===== config.mk =====
export PLATFORM = sky130hd
export DESIGN_NAME = fifo_reader
export DESIGN_NICKNAME = d
export VERILOG_FILES = /design/src/rtl/fifo_reader.sv
export SDC_FILE = /design/constraint.sdc
export NUM_CORES = 1
export LEC_CHECK = 0
export ABC_AREA = 0
export BUFFER_PORTS_ARGS = -buffer_cell sky130_fd_sc_hd__clkbuf_2
export CAP_MARGIN = 20
export CORE_MARGIN = 10
export CORE_UTILIZATION = 56
export CTS_BUF_LIST = sky130_fd_sc_hd__clkbuf_2 sky130_fd_sc_hd__clkbuf_4 sky130_fd_sc_hd__clkbuf_8
export CTS_CLUSTER_SIZE = 8
export DETAILED_ROUTE_END_ITERATION = 6
export PLACE_DENSITY = 0.84
export SYNTH_ARGS = -nofsm -noshare
export SYNTH_HDL_FRONTEND = slang
export SYNTH_SLANG_ARGS = --single-unit

===== constraint.sdc =====
create_clock -name clk -period 4.85 [get_ports clk]
set_input_delay 0.2425 -clock clk [delete_from_list [all_inputs] [get_ports clk]]
set_output_delay 0.2425 -clock clk [all_outputs]
set_load 0.01 [all_outputs]

===== src/rtl/fifo_reader.sv =====
// Read-side controller for a registered-output FIFO: issues pops, absorbs the
// one-cycle RAM read latency in a 3-entry skid queue, presents a valid/ready stream.
module fifo_reader #(
   parameter int DATA_WIDTH = 32,
   parameter int CNT_WIDTH  = 16
) (
   input  logic                  clk,
   input  logic                  rst,
   input  logic                  fifo_empty,
   output logic                  fifo_rd_en,
   input  logic [DATA_WIDTH-1:0] fifo_dout,
   input  logic                  flush,
   output logic [DATA_WIDTH-1:0] out_data,
   output logic                  out_valid,
   input  logic                  out_ready,
   output logic [CNT_WIDTH-1:0]  pop_count
);

   logic [DATA_WIDTH-1:0] queue [0:2];
   logic [1:0]            head;
   logic [1:0]            tail;
   logic [1:0]            cnt;
   logic                  inflight;
   logic [2:0]            occupancy;
   logic                  capture;
   logic                  deliver;

   function automatic logic [1:0] next_ptr(input logic [1:0] p);
      return (p == 2'd2) ? 2'd0 : p + 2'd1;
   endfunction

   // Issue only reads registered state, so out_ready never reaches fifo_rd_en.
   always_comb begin
      occupancy  = {1'b0, cnt} + {2'b00, inflight};
      fifo_rd_en = !rst && !flush && !fifo_empty && (occupancy < 3'd3);
      out_valid  = (cnt != 2'd0);
      out_data   = queue[head];
      capture    = inflight && !flush;
      deliver    = out_valid && out_ready && !flush;
   end

   always_ff @(posedge clk) begin
      if (rst) begin
         head      <= 2'd0;
         tail      <= 2'd0;
         cnt       <= 2'd0;
         inflight  <= 1'b0;
         pop_count <= '0;
      end else if (flush) begin
         head     <= 2'd0;
         tail     <= 2'd0;
         cnt      <= 2'd0;
         inflight <= 1'b0;
      end else begin
         inflight <= fifo_rd_en;
         if (capture) begin
            tail <= next_ptr(tail);
         end
         if (deliver) begin
            head      <= next_ptr(head);
            pop_count <= pop_count + 1'b1;
         end
         case ({capture, deliver})
            2'b10:   cnt <= cnt + 2'd1;
            2'b01:   cnt <= cnt - 2'd1;
            default: cnt <= cnt;
         endcase
      end
   end

   // Storage carries no reset; contents are only observed while cnt says they are live.
   always_ff @(posedge clk) begin
      if (!rst && capture) begin
         queue[tail] <= fifo_dout;
      end
   end

endmodule

==> results.md, run 1 <==
- The final hold slack is around 0.027 ns.
- Counting the buffers created by CTS gives 17.
- The number of buffer and inverter stages on the critical path is 1.
- The critical path in this run is classified as flip-flop to primary output.
- The data arrival time of the worst path is between 2 and 2.5 ns.
- The setup TNS after final layout is 0 ns.
- Among all cell types in the netlist, the one instantiated most often is sky130_fd_sc_hd__edfxtp_1.
- During synthesis, Yosys emitted a total of 0 warnings.
- The maximum buffer depth of the clock tree is 2.
- The power density over the cells is about 370 nW/um^2.
- The cell-internal power is 1.771 mW.
- The total grt overflow is 0.
- Counting flops and latches in the post-synthesis netlist gives 121.
- The post-CTS setup buffer count is 0.
- The highest fanout seen on the critical path is 32.
- In the routed layout, each cell is associated on average with a via count of ~5.4.
- Of the total power, combinational logic draws under 10%.
- The initial standard-cell utilization of the core is 57.25%.
- In the post-synthesis netlist, the biggest area contributors are sky130_fd_sc_hd__edfxtp_1 62%, sky130_fd_sc_hd__dfxtp_1 11%, sky130_fd_sc_hd__mux2i_1 7.1%, sky130_fd_sc_hd__o21ai_0 4.5%, sky130_fd_sc_hd__nand2_1 3.2%.
- For this design the total switching power over the nets is between 400 and 500 uW.
- The die area is between 10,000 and 15,000 sq um.
- The clock network burns 46.3% of the power.
- Dividing the detail-routed wire length by the instance count gives about 17 um.
- Based on the critical path, the design can be clocked at up to around 0.4 GHz.
- The number of endpoints with negative hold slack in the final report is 0.
- Entering global routing, the biggest net connects 65 pins.
- The via count of the first global-routing pass is around 3,000.
- The largest clock skew in the final design is between 0.01 and 0.015 ns.
- The largest individual stage delay along the critical path comes from the cell sky130_fd_sc_hd__dfxtp_2.
- After the last flow step, the layout net total stands at around 500.
- TritonCTS built the clock tree.
- The total length of routed wires is 9.366 mm.
- The vertical extent of the die is roughly 110 um.
- The core region is 8134 sq um.
- In this run the biggest area consumer among cell types represents between 60% and 70% of the synthesized area.
- The class of the most critical hold timing path is input pin to flip-flop.
- For this run, asynchronously set or reset flops after synthesis account for 0%.
- The estimated wirelength of the detail-placed design is between 5 and 6 mm.
- The remaining routing DRC violations is 0.
- Once detail routing completed, the nets flagged for antenna violations numbered 0.
- Setup repair after global routing left no endpoint under its margin.
- The area growth from synthesis to layout is 26.46%.
- The synthesized netlist occupies a cell area of about 4700 sq um.
- The worst pin sits at a relative slew slack of 29.97%.
- The portion of the post-synthesis area used by sequential elements is 72.65%.
- At the later pin of the worst-skew pair, clock insertion delay measures between 0.4 and 0.5 ns.
- Subtracting the final worst setup slack from the clock period gives 2.435 ns.
- In this run the clock root is driven by a sky130_fd_sc_hd__clkbuf_8.
- The final critical path takes up between 50% and 60% of the cycle.
- The flow ran to the end, and the final reports show no timing, DRC or antenna violations.
- The number of DRC violations after detailed-routing iteration 0 is around 180.
- The floorplan has 33 rows.
- The final instance count without filler cells is 565.
- STA classifies the critical path endpoint as a primary output.
- Counting flops with a built-in enable in the synthesized netlist gives 96.
- The number of placed instances, taps included, is 510.
- The dominant cell type by area after synthesis is sky130_fd_sc_hd__edfxtp_1.
- The clock transition time at the flip-flop clock pins of the worst setup and hold paths is approximately 0.070 ns.
- The total nets after synthesis is 374.
- The startpoint type of the worst setup path is a flip-flop.
- The main flop type after synthesis is sky130_fd_sc_hd__edfxtp_1.
- The number of sinks driven by the clock tree is around 120.
- Max-cap violations in this run came to 0.
- At the pin with the least slew margin, the transition time is around 1.1 ns.
- The depth of the CTS H-tree is 4.
- The synthesized netlist cell count is ~330.
- On the worst path, the slowest cell contributes a delay of a little over 1 ns.
- The first global-routing pass estimated about 15 mm of wire.
- The number of pins exceeding their max-slew limit in the final report came to 0.
- For this design the top-level I/O count stands at between 80 and 90.
- The top cell family by delay on the critical path is flip-flops.
- The horizontal die dimension is 111.2 um.
- After synthesis, the most frequently instantiated cells are 96 x sky130_fd_sc_hd__edfxtp_1, 42 x sky130_fd_sc_hd__o21ai_0, 40 x sky130_fd_sc_hd__nand2_1.
- The fraction of layout cells with a size suffix above 1 is between 20 and 30%.
- Routability-driven placement finished with a final weighted congestion of about 0.74.
- The first-pass detailed-route iteration total is 4.
- Summing over every cut layer, the via total after detailed routing is just over 3,000.
- The data required time of the critical path is 4.61 ns.
- The switching fraction of total power is 19.37%.
- The total leakage power is around 2 nW.
- Global routing used 15.01% of the available tracks across all layers.
- After filler insertion, the fill cell instance count of the layout stands at between 500 and 600.
- Input and output buffers added on the ports amount to 86.
- The mean area per synthesized cell is between 10 and 15 sq um.
- The number of failing setup endpoints in the final timing report is 0.
- The count of unique library cells instantiated by Yosys is 33.
- Across the VDD grid, the largest voltage drop is between 0.15 and 0.2 mV.
- The initial antenna violation count is 1.
- Traced cell by cell, the critical path runs through mux2i_1 -> o21ai_0 -> clkbuf_2.
- The fraction of power consumed by sequential logic is 51.2%.
worst register-to-register path, cell delays in order (launching register included):
cell and delay [ns]:
sky130_fd_sc_hd__dfxtp_1 0.35, sky130_fd_sc_hd__nor2_1 0.58, sky130_fd_sc_hd__nor2_1 0.25, sky130_fd_sc_hd__ha_1 0.37, sky130_fd_sc_hd__or3_1 0.37, sky130_fd_sc_hd__a21oi_1 0.15
cells by family (layout without fill, tap and decap cells):
logic type / after synthesis / in the layout / synth area share (%)
other: 0 / 1 / 0
AOI/OAI and AO/OA: 58 / 58 / 6.529
xor gates and xnor gates: 9 / 9 / 1.693
DFF: 121 / 121 / 72.65
and+or+nand+nor: 87 / 87 / 9.081
buffers and inverters: 20 / 146 / 1.639
adders and majority gates: 4 / 4 / 1.075
muxes: 34 / 34 / 7.335
metal layers:
metal	part of all wire, %	global-route usage, %	wire length, um
met4	1.4	6.084	129
met3	7.5	6.764	707
met5	0	0	0
met1	40	16.37	3710
met2	51	24.89	4818
final timing paths:
| check | cells after the start | start | endpoint | slack [ns] |
|---|---|---|---|---|
| max | 3 | flip-flop | out_data[22] | 2.42 |
| min | 1 | fifo_dout[20] | queue[2][20] | 0.03 |
| max reg2reg | 5 | cnt[0] | cnt[1] | 2.70 |
| min reg2reg | 2 | head[1] | flip-flop | 0.51 |
state kept, by name, indices dropped and copies added, names as in the netlist, named ones only:
name / count
inflight: 1
head: 2
queue: 96
cnt: 2
tail: 2
pop_count: 16
timing repair:
item                      4_1_cts  5_1_grt
hold buffers                   19        2
gates resized for setup         0        0
hold endpoints to repair       54        2
layout make-up:
type / instances / area, sq um / share of cell area (%)
timing repair buffer: 111 / 683.2 / 11.60
multi-input combinational: 192 / 1212 / 20.59
tap: 105 / 131.4 / 2.231
clock buffer: 18 / 241.5 / 4.100
clock inverter: 14 / 221.5 / 3.760
inverter: 3 / 11.26 / 0.1912
sequential: 121 / 3386 / 57.49
antenna: 1 / 2.502 / 0.04249
layout by cell type, fill, tap and decap left out, types with 2 or more instances in the layout:
cell type and count:
sky130_fd_sc_hd__a21oi_1 12, sky130_fd_sc_hd__buf_4 3, sky130_fd_sc_hd__xnor2_1 8, sky130_fd_sc_hd__mux2i_1 33
sky130_fd_sc_hd__nor2_1 16, sky130_fd_sc_hd__or3_1 5, sky130_fd_sc_hd__dfxtp_1 23, sky130_fd_sc_hd__nand3_1 4
sky130_fd_sc_hd__dlygate4sd3_1 21, sky130_fd_sc_hd__dfxtp_2 2, sky130_fd_sc_hd__bufinv_16 5, sky130_fd_sc_hd__a2111oi_0 2
sky130_fd_sc_hd__or4_1 2, sky130_fd_sc_hd__nor4_1 3, sky130_fd_sc_hd__edfxtp_1 96, sky130_fd_sc_hd__or3_2 2
sky130_fd_sc_hd__clkinvlp_4 2, sky130_fd_sc_hd__nor3b_2 2, sky130_fd_sc_hd__inv_6 2, sky130_fd_sc_hd__inv_1 3
sky130_fd_sc_hd__clkinv_4 4, sky130_fd_sc_hd__ha_1 4, sky130_fd_sc_hd__clkbuf_2 86, sky130_fd_sc_hd__nand2_1 40
sky130_fd_sc_hd__clkbuf_8 17, sky130_fd_sc_hd__o21ai_0 42, sky130_fd_sc_hd__nand2b_1 3
through the flow:
step                      instance area, sq um  setup WS [ns]  total power [mW]  utilization, %
after global routing                      5889          2.274             2.268           72.40
after CTS                                 5847          2.372             2.209           71.88
after global placement                    5194          2.856             1.186           63.85
final                                     5889          2.415             2.196           72.40
after floorplan                           4657          1.378             1.161               -
after detailed placement                  5194          2.747             1.188           63.85
power by group through the flow:
stage,Clock (mW),Sequential (mW),Combinational (mW)
floorplan,0,1.15,0.0142
CTS,1.03,1.12,0.0541
detailed placement,0,1.15,0.0415
finish,1.02,1.12,0.0558
global route,1.08,1.12,0.0614
global placement,0,1.15,0.0395
(Power assumes the default switching activity.)
==> run 2, diff against run 1 <==
Settings changed: ABC_AREA 0 to 1, CORE_UTILIZATION 56 to 52, PLACE_DENSITY 0.84 to 0.82.
Clock period 4.85 ns to 2.15 ns, I/O delays scaled along.
==> results.md, run 2 <==
- The slew of the pin with the lowest slew margin is 0.4414 ns.
- The detailed router finished its first iteration with between 200 and 300 violations.
- Compared with the post-synthesis result, the final layout area differs by 28.10%.
- The number of endpoints with negative hold slack in the final report was 0.
- The initial standard-cell utilization of the core is 53.75%.
- Measured along the y axis, the die boundary spans approximately 120 um.
- The highest fanout seen on the critical path is 6.
- The area of the placeable core is 8806 sq um.
- The die area is roughly 13,000 sq um.
- The number of pins exceeding their max-slew limit in the final report was 0.
- The number of top-level pins is 87.
- In this run the power density over the cells is about 740 nW/um^2.
- The relative slew slack is 70.54%.
- The repair_antennas step left the layout with diodes totalling 0.
- The first global-routing pass estimated approximately 18 mm of wire.
- Across every metal layer, demand over resource in global routing totals between 15 and 20%.
- The total leakage power is approximately 2.4 nW.
- After synthesis, the mean cell area works out to 11.43 sq um.
- When the netlist entered floorplanning its net count stood at roughly 460.
- The post-CTS setup buffer count is 0.
- The setup TNS after final layout is 0 ns.
- After clock tree synthesis, the clock-pin slew on the worst setup and hold paths is 0.07 ns.
- The H-tree was split into 4 levels.
- The via count of the first global-routing pass was ~3,600.
- The number of clock buffers added by TritonCTS is 17.
- The commonest cells after synthesis are 96 x sky130_fd_sc_hd__edfxtp_1, 76 x sky130_fd_sc_hd__a21oi_1, 69 x sky130_fd_sc_hd__nand2_1.
- For this run, asynchronously set or reset flops after synthesis account for 0%.
- The tree is rooted in a sky130_fd_sc_hd__clkbuf_8.
- The net count of the finished layout is just under 600.
- The top register by number of flip-flops is queue.
- The number of flip-flops in the largest register is 96.
- For this run, design rule violations remaining after detail routing come to 0.
- The count of unique library cells instantiated by Yosys is 28.
- The synthesized netlist occupies a cell area of 4733 sq um.
- The flow ran to the end, and the final reports show no timing, DRC or antenna violations.
- The critical path is of the flip-flop to primary output type.
- Derived from the worst setup path, the maximum achievable clock frequency is just over 0.5 GHz.
- On the final layout, the worst clock skew is 0.008463 ns.
- The maximum number of pins on one net before global-route repair is 33.
- The maximum buffer depth of the clock tree is 2.
- TritonCTS built the clock tree.
- The class of the most critical hold timing path is input pin to flip-flop.
- The most used flip-flop cell after synthesis is sky130_fd_sc_hd__edfxtp_1.
- STA classifies the critical path endpoint as a primary output.
- The count of antenna-violating nets left after detailed routing is 0.
- Subtracting the final worst setup slack from the clock period gives 1.969 ns.
- After legalization and detailed placement, the total HPWL measured just over 7 mm.
- The first-pass detailed-route iteration total is 4.
- In the post-synthesis netlist, the cell with the most instances is sky130_fd_sc_hd__edfxtp_1.
- The startpoint type of the worst setup path is a flip-flop.
- The post-place setup slack is around 0.57 ns.
- In the final routed layout, each cell accounts on average for 16.31 um.
- The fraction of layout cells with a size suffix above 1 is roughly a quarter.
- The number of placement rows is 34.
- Using the TritonRoute via totals, the vias-per-cell ratio works out to around 5.1.
- In the global route stage, met2 resource usage came out at 28.49%.
- The number of failing setup endpoints in the final timing report is 0.
- The smallest setup slack after layout is around 0.18 ns.
- Setup repair after global routing left no endpoint under its margin.
- The number of sinks driven by the clock tree is 121.
- After technology mapping, the gate count stands at ~410.
- The layer flagged by global routing as most heavily used is met2.
- The die is 115.4 um wide.
- The initial antenna violation count is 0.
- The data required time of the critical path is ~2.0 ns.
- The total grt overflow is 0.
- The routed layout has 3,429 vias.
- The library cell used most frequently in the layout, excluding fill and tap cells, is sky130_fd_sc_hd__edfxtp_1.
- Leaving out fill and tap cells, the most frequent cells in the layout are 96 x sky130_fd_sc_hd__edfxtp_1, 86 x sky130_fd_sc_hd__clkbuf_2, 76 x sky130_fd_sc_hd__a21oi_1, 69 x sky130_fd_sc_hd__nand2_1, 66 x sky130_fd_sc_hd__nor2_1.
- At the later pin of the worst-skew pair, clock insertion delay measures approximately 0.41 ns.
- After detailed routing, the total wire length is 10.91 mm.
- Yosys printed 0 warnings.
- In the final layout, the registers with the most flip-flops are queue: 96 flops, pop_count: 16 flops.
- After synthesis the netlist holds a flip-flop and latch count of approximately 120.
- The placer's final routability congestion estimate is about 0.81.
- Summing the sequential cell areas from Yosys gives between 70% and 80% of the chip area.
- The maximum vdd ir drop is roughly 0.48 mV.
- The global-route track usage on met3 is around 6.5%.
- After synthesis, the cell types taking the most area are sky130_fd_sc_hd__edfxtp_1 61%, sky130_fd_sc_hd__dfxtp_1 11%, sky130_fd_sc_hd__a21oi_1 8.0%, sky130_fd_sc_hd__nand2_1 5.5%, sky130_fd_sc_hd__nor2_1 5.4%.
- The data arrival time of the worst path is between 1.5 and 2 ns.
- The synthesized design spends more area on one cell type than any other, namely sky130_fd_sc_hd__edfxtp_1.
- The share of the cycle needed by the critical path after routing is 91.58%.
- The synthesized design devotes to its leading area cell type between 60% and 70% of total area.
- Counting flops with a built-in enable in the synthesized netlist gives between 90 and 100.
- Global routing used roughly 20% of the available met1 tracks.
- The count of buffers added on input and output ports is 86.
- The max-cap violation count is 0.
-- run 2: layer usage --
| layer | vias up | routed length [um] |
|---|---|---|
| met3 | 10 | 875 |
| met1 | 1593 | 4486 |
| met5 | - | 0 |
| met2 | 116 | 5442 |
| li1 | 1710 | - |
| met4 | 0 | 104 |
-- run 2: worst max-delay path: stages, from the launching register on --
cell and delay [ns]:
sky130_fd_sc_hd__dfxtp_1 0.37, sky130_fd_sc_hd__ha_1 0.22, sky130_fd_sc_hd__ha_1 0.28, sky130_fd_sc_hd__a2111oi_1 0.39, sky130_fd_sc_hd__clkbuf_2 0.20
-- run 2: timing repair --
item | 4_1_cts | 5_1_grt
gates resized for setup | 0 | 1
hold buffers | 34 | 0
endpoints found under the setup margin | 0 | 1
hold endpoints to repair | 98 | 0
-- run 2: logic make-up (layout without fill, tap and decap cells) --
logic type	Yosys count	count (layout)	synth area share (%)
AOI/OAI and AO/OA	90	90	9.886
adders and majority gates	4	4	1.057
and+or+nand+nor	157	157	13.96
DFF	121	121	71.48
buffers and inverters	41	188	3.436
xor gates and xnor gates	1	1	0.1851
-- run 2: power by group --
part	internal [mW]	total (mW)	switching, mW
logic	0.0836	0.163	0.0790
registers	2.53	2.53	0.00351
clock network	0.926	1.78	0.851
-- run 2: area by class of cell --
cell class              instances  area (sq um)
flip-flops and latches        121          3383
fillers                       614          2743
multi-input cells             252          1219
repair buffers                131         878.3
clock buffers                  19         249.0
well taps                     108         135.1
clock inverters                13         105.1
inverters                      25         93.84
-- run 2: final timing paths --
path / from / slack [ns] / endpoint / depth (start not counted)
min reg2reg: tail[1] / 0.48 / tail[1] / 2
max reg2reg: inflight / 0.56 / queue[0][31] / 5
max: cnt[0] / 0.18 / fifo_rd_en / 4
min: out_ready / 0.10 / pop_count[0] / 3
-- run 2: through the flow --
stage          instance area (sq um)  total power [mW]  hold WS, ns  utilization (%)  instances
2_1_floorplan                   4753             2.623       0.1981                -        414
3_3_place_gp                    5368             2.691       0.3021            60.95        603
3_5_place_dp                    5368             2.697       0.3043            60.95        603
4_1_cts                         6062             4.510      0.08147            68.84        669
5_1_grt                         6063             4.627       0.1191            68.85        669
6_report                        6063             4.474       0.1025            68.85        669
==> run 3, diff against run 2 <==
Settings changed: CORE_ASPECT_RATIO set to 1.75, CORE_UTILIZATION 52 to 35, PLACE_DENSITY 0.82 to 0.6.
==> results.md, run 3 (synthesis gave the netlist of run 2 again) <==
- The data required time of the critical path is 2.04 ns.
- Summed over all failing endpoints, the final setup total negative slack is 0 ns.
- The maximum number of pins on one net before global-route repair is 33.
- The library cell used most frequently in the layout, excluding fill and tap cells, is sky130_fd_sc_hd__edfxtp_1.
- The later pin in the worst-skew pair is clocked with a latency of 0.42 ns.
- Setup repair after global routing left no endpoint under its margin.
- The critical path capture point type is a primary output.
- The worst setup slack for register-to-register paths is around 0.63 ns.
- At the end of the flow, the number of nets in the layout was about 590.
- The number of pins exceeding their max-slew limit in the final report was 0.
- Relative to the synthesized area, the layout overhead comes to 29.74%.
- The number of fill cells in the layout is roughly 1,200.
- The maximum frequency from static timing analysis is 0.4910 GHz.
- The congestion estimate from routability-driven global placement came to slightly above 0.8.
- The worst pin sits at a relative slew slack of 66.29%.
- Once detail routing completed, the nets flagged for antenna violations numbered 0.
- After legalization and detailed placement, the total HPWL measured 7.359 mm.
- The first-pass detailed-route iteration total is 5.
- The routed via count divided by cell count is ~4.7.
- The slew of the pin with the lowest slew margin is about 0.5 ns.
- Cells with a size suffix above 1 make up ~25% of the layout.
- The endpoint identified for the worst register-to-register timing path is cnt[1].
- Once the clock tree was built, the resizer swapped 0 gates to a different size.
- The depth of the CTS H-tree is 4.
- The horizontal die dimension is approximately 110 um.
- Dividing the detail-routed wire length by the instance count gives ~15 um.
- The total length of routed wires is about 11 mm.
- The top register by number of flip-flops is queue.
- The total grt overflow is 0.
- The final hold slack is approximately 0.10 ns.
- The worst min-delay path startpoint is out_ready.
- The remaining routing DRC violations is 0.
- The highest fanout seen on the critical path is 6.
- Max-cap violations in this run came to 0.
- The TritonCTS buffer count is 17.
- By startpoint and endpoint, the worst setup path is classified as flip-flop to primary output.
- Counting every sink on the clock net gives roughly 120.
- The number of flip-flops in the largest register is between 90 and 100.
- Registers take 3383 sq um.
- The cell count of the worst hold path is 3.
- The port buffer count is 86.
- Leaving out fill and tap cells, the most frequent cells in the layout are 96 x sky130_fd_sc_hd__edfxtp_1, 86 x sky130_fd_sc_hd__clkbuf_2, 76 x sky130_fd_sc_hd__a21oi_1, 69 x sky130_fd_sc_hd__nand2_1, 66 x sky130_fd_sc_hd__nor2_1.
- The number of instances in the placed design is about 670.
- The endpoint of the worst hold-timing path is pop_count[0].
- Once the clock tree was built, the setup fixing pass inserted 0 buffers.
- The first-pass GRT wire length is between 15 and 20 mm.
- For the finished layout, the period the worst path requires is 2.037 ns.
- The area of the placeable core is between 10,000 and 15,000 sq um.
- STA classifies the critical path startpoint as a flip-flop.
- The maximum vdd ir drop is 0.3439 mV.
- The overall routing resource usage is roughly 12%.
- The flow ran to the end, and the final reports show no timing, DRC or antenna violations.
- In this run the deepest clock path goes through 2 buffers.
- The root buffer cell chosen for the clock tree is sky130_fd_sc_hd__clkbuf_8.
- For this run, the number of standard cells in the final layout without fillers is approximately 730.
- The CTS tree is built.
- The design draws approximately 4.5 mW.
- Between clock sinks in the finished design, the worst skew comes to ~0.012 ns.
- The class of the most critical hold timing path is input pin to flip-flop.
- Pin placement for this block handled 87 I/O pins.
- Setup violations remaining at the end of the flow were counted as 0.
- For the worst flop-to-flop path, the logic depth is 7.
- After clock tree synthesis, the clock-pin slew on the worst setup and hold paths is around 0.080 ns.
- In this run the critical register-to-register path is launched from cnt[0].
- In the final layout, the registers with the most flip-flops are queue: 96 flops, pop_count: 16 flops.
- The initial utilization of the core area, before any placement, comes to a little over a third.
- The die area is around 19,000 sq um.
- From bottom edge to top edge, the die measures between 150 and 200 um.
- Summing over every cut layer, the via total after detailed routing is ~3,500.
- The initial antenna violation count is 0.
- The power density over the cells is 739.6 nW/um^2.
- Summed over all cells, the static leakage comes to around 2.4 nW.
- The floorplan has 56 rows.
- The number of endpoints with negative hold slack in the final report is 0.
- The multi-input combinational cells in the finished layout cover a total of roughly 1200 sq um.
- The via count of the first global-routing pass is roughly 3,600.
- The data arrival time of the worst path is ~1.9 ns.
- Dividing the final minimum period by the clock period gives around 95%.
- The antenna diode instance count is 0.
- The first routing iteration left 113 violations.
## run 3: changes by cell type in the layout (fill, tap and decap cells not counted), sizes merged
| cell | change |
|---|---|
| buf | -2 |
| clkinvlp | -2 |
| inv | +2 |
| clkbuf | -1 |
| clkinv | +1 |
## run 3: how the worst max path moves through the flow
stage / start / to / depth (start not counted)
final: cnt[0] / fifo_rd_en / 4
after global routing: cnt[0] / fifo_rd_en / 4
after CTS: cnt[0] / fifo_rd_en / 4
after detailed placement: cnt[0] / fifo_rd_en / 4
after global placement: cnt[0] / fifo_rd_en / 4
after floorplan: tail[0] / queue[2][0] / 1
## run 3: worst max-delay path, stage by stage, from the launching register on
cell                        delay (ns)
sky130_fd_sc_hd__dfxtp_1          0.38
sky130_fd_sc_hd__ha_1             0.22
sky130_fd_sc_hd__ha_1             0.28
sky130_fd_sc_hd__a2111oi_0        0.42
sky130_fd_sc_hd__clkbuf_2         0.21
## run 3: report_power, final
part	internal [mW]	total, mW	switching [mW]
Sequential	2.53	2.53	0.00334
Combinational	0.0832	0.160	0.0765
Clock	0.931	1.85	0.918
## run 3: cell type report
cell class | instances | area share [%]
clock buffers | 18 | 3.932
clock inverters | 14 | 2.017
inverters | 25 | 1.528
multi-input cells | 252 | 19.82
flip-flops and latches | 121 | 55.09
well taps | 174 | 3.545
repair buffers | 129 | 14.06
## run 3: timing repair
action / CTS / global route
endpoints found under the setup margin: 0 / 0
hold buffers: 34 / 0
hold endpoints to repair: 98 / 0
## run 3: per-stage QoR
stage	cell area (sq um)	setup slack, ns	util, %
after CTS	6141	0.08419	46.13
after global placement	5435	0.5824	40.83
after floorplan	4753	0.2236	-
final	6141	0.1133	46.13
after global routing	6141	0.0009337	46.13
after detailed placement	5435	0.5791	40.83
## run 3: routing by layer
layer / routed length, um / up-vias / track usage, %
met5: 0 / - / 0
met4: 163 / 0 / 5.313
met3: 839 / 15 / 4.617
met2: 6097 / 117 / 21.62
met1: 4162 / 1640 / 11.85
li1: - / 1706 / -
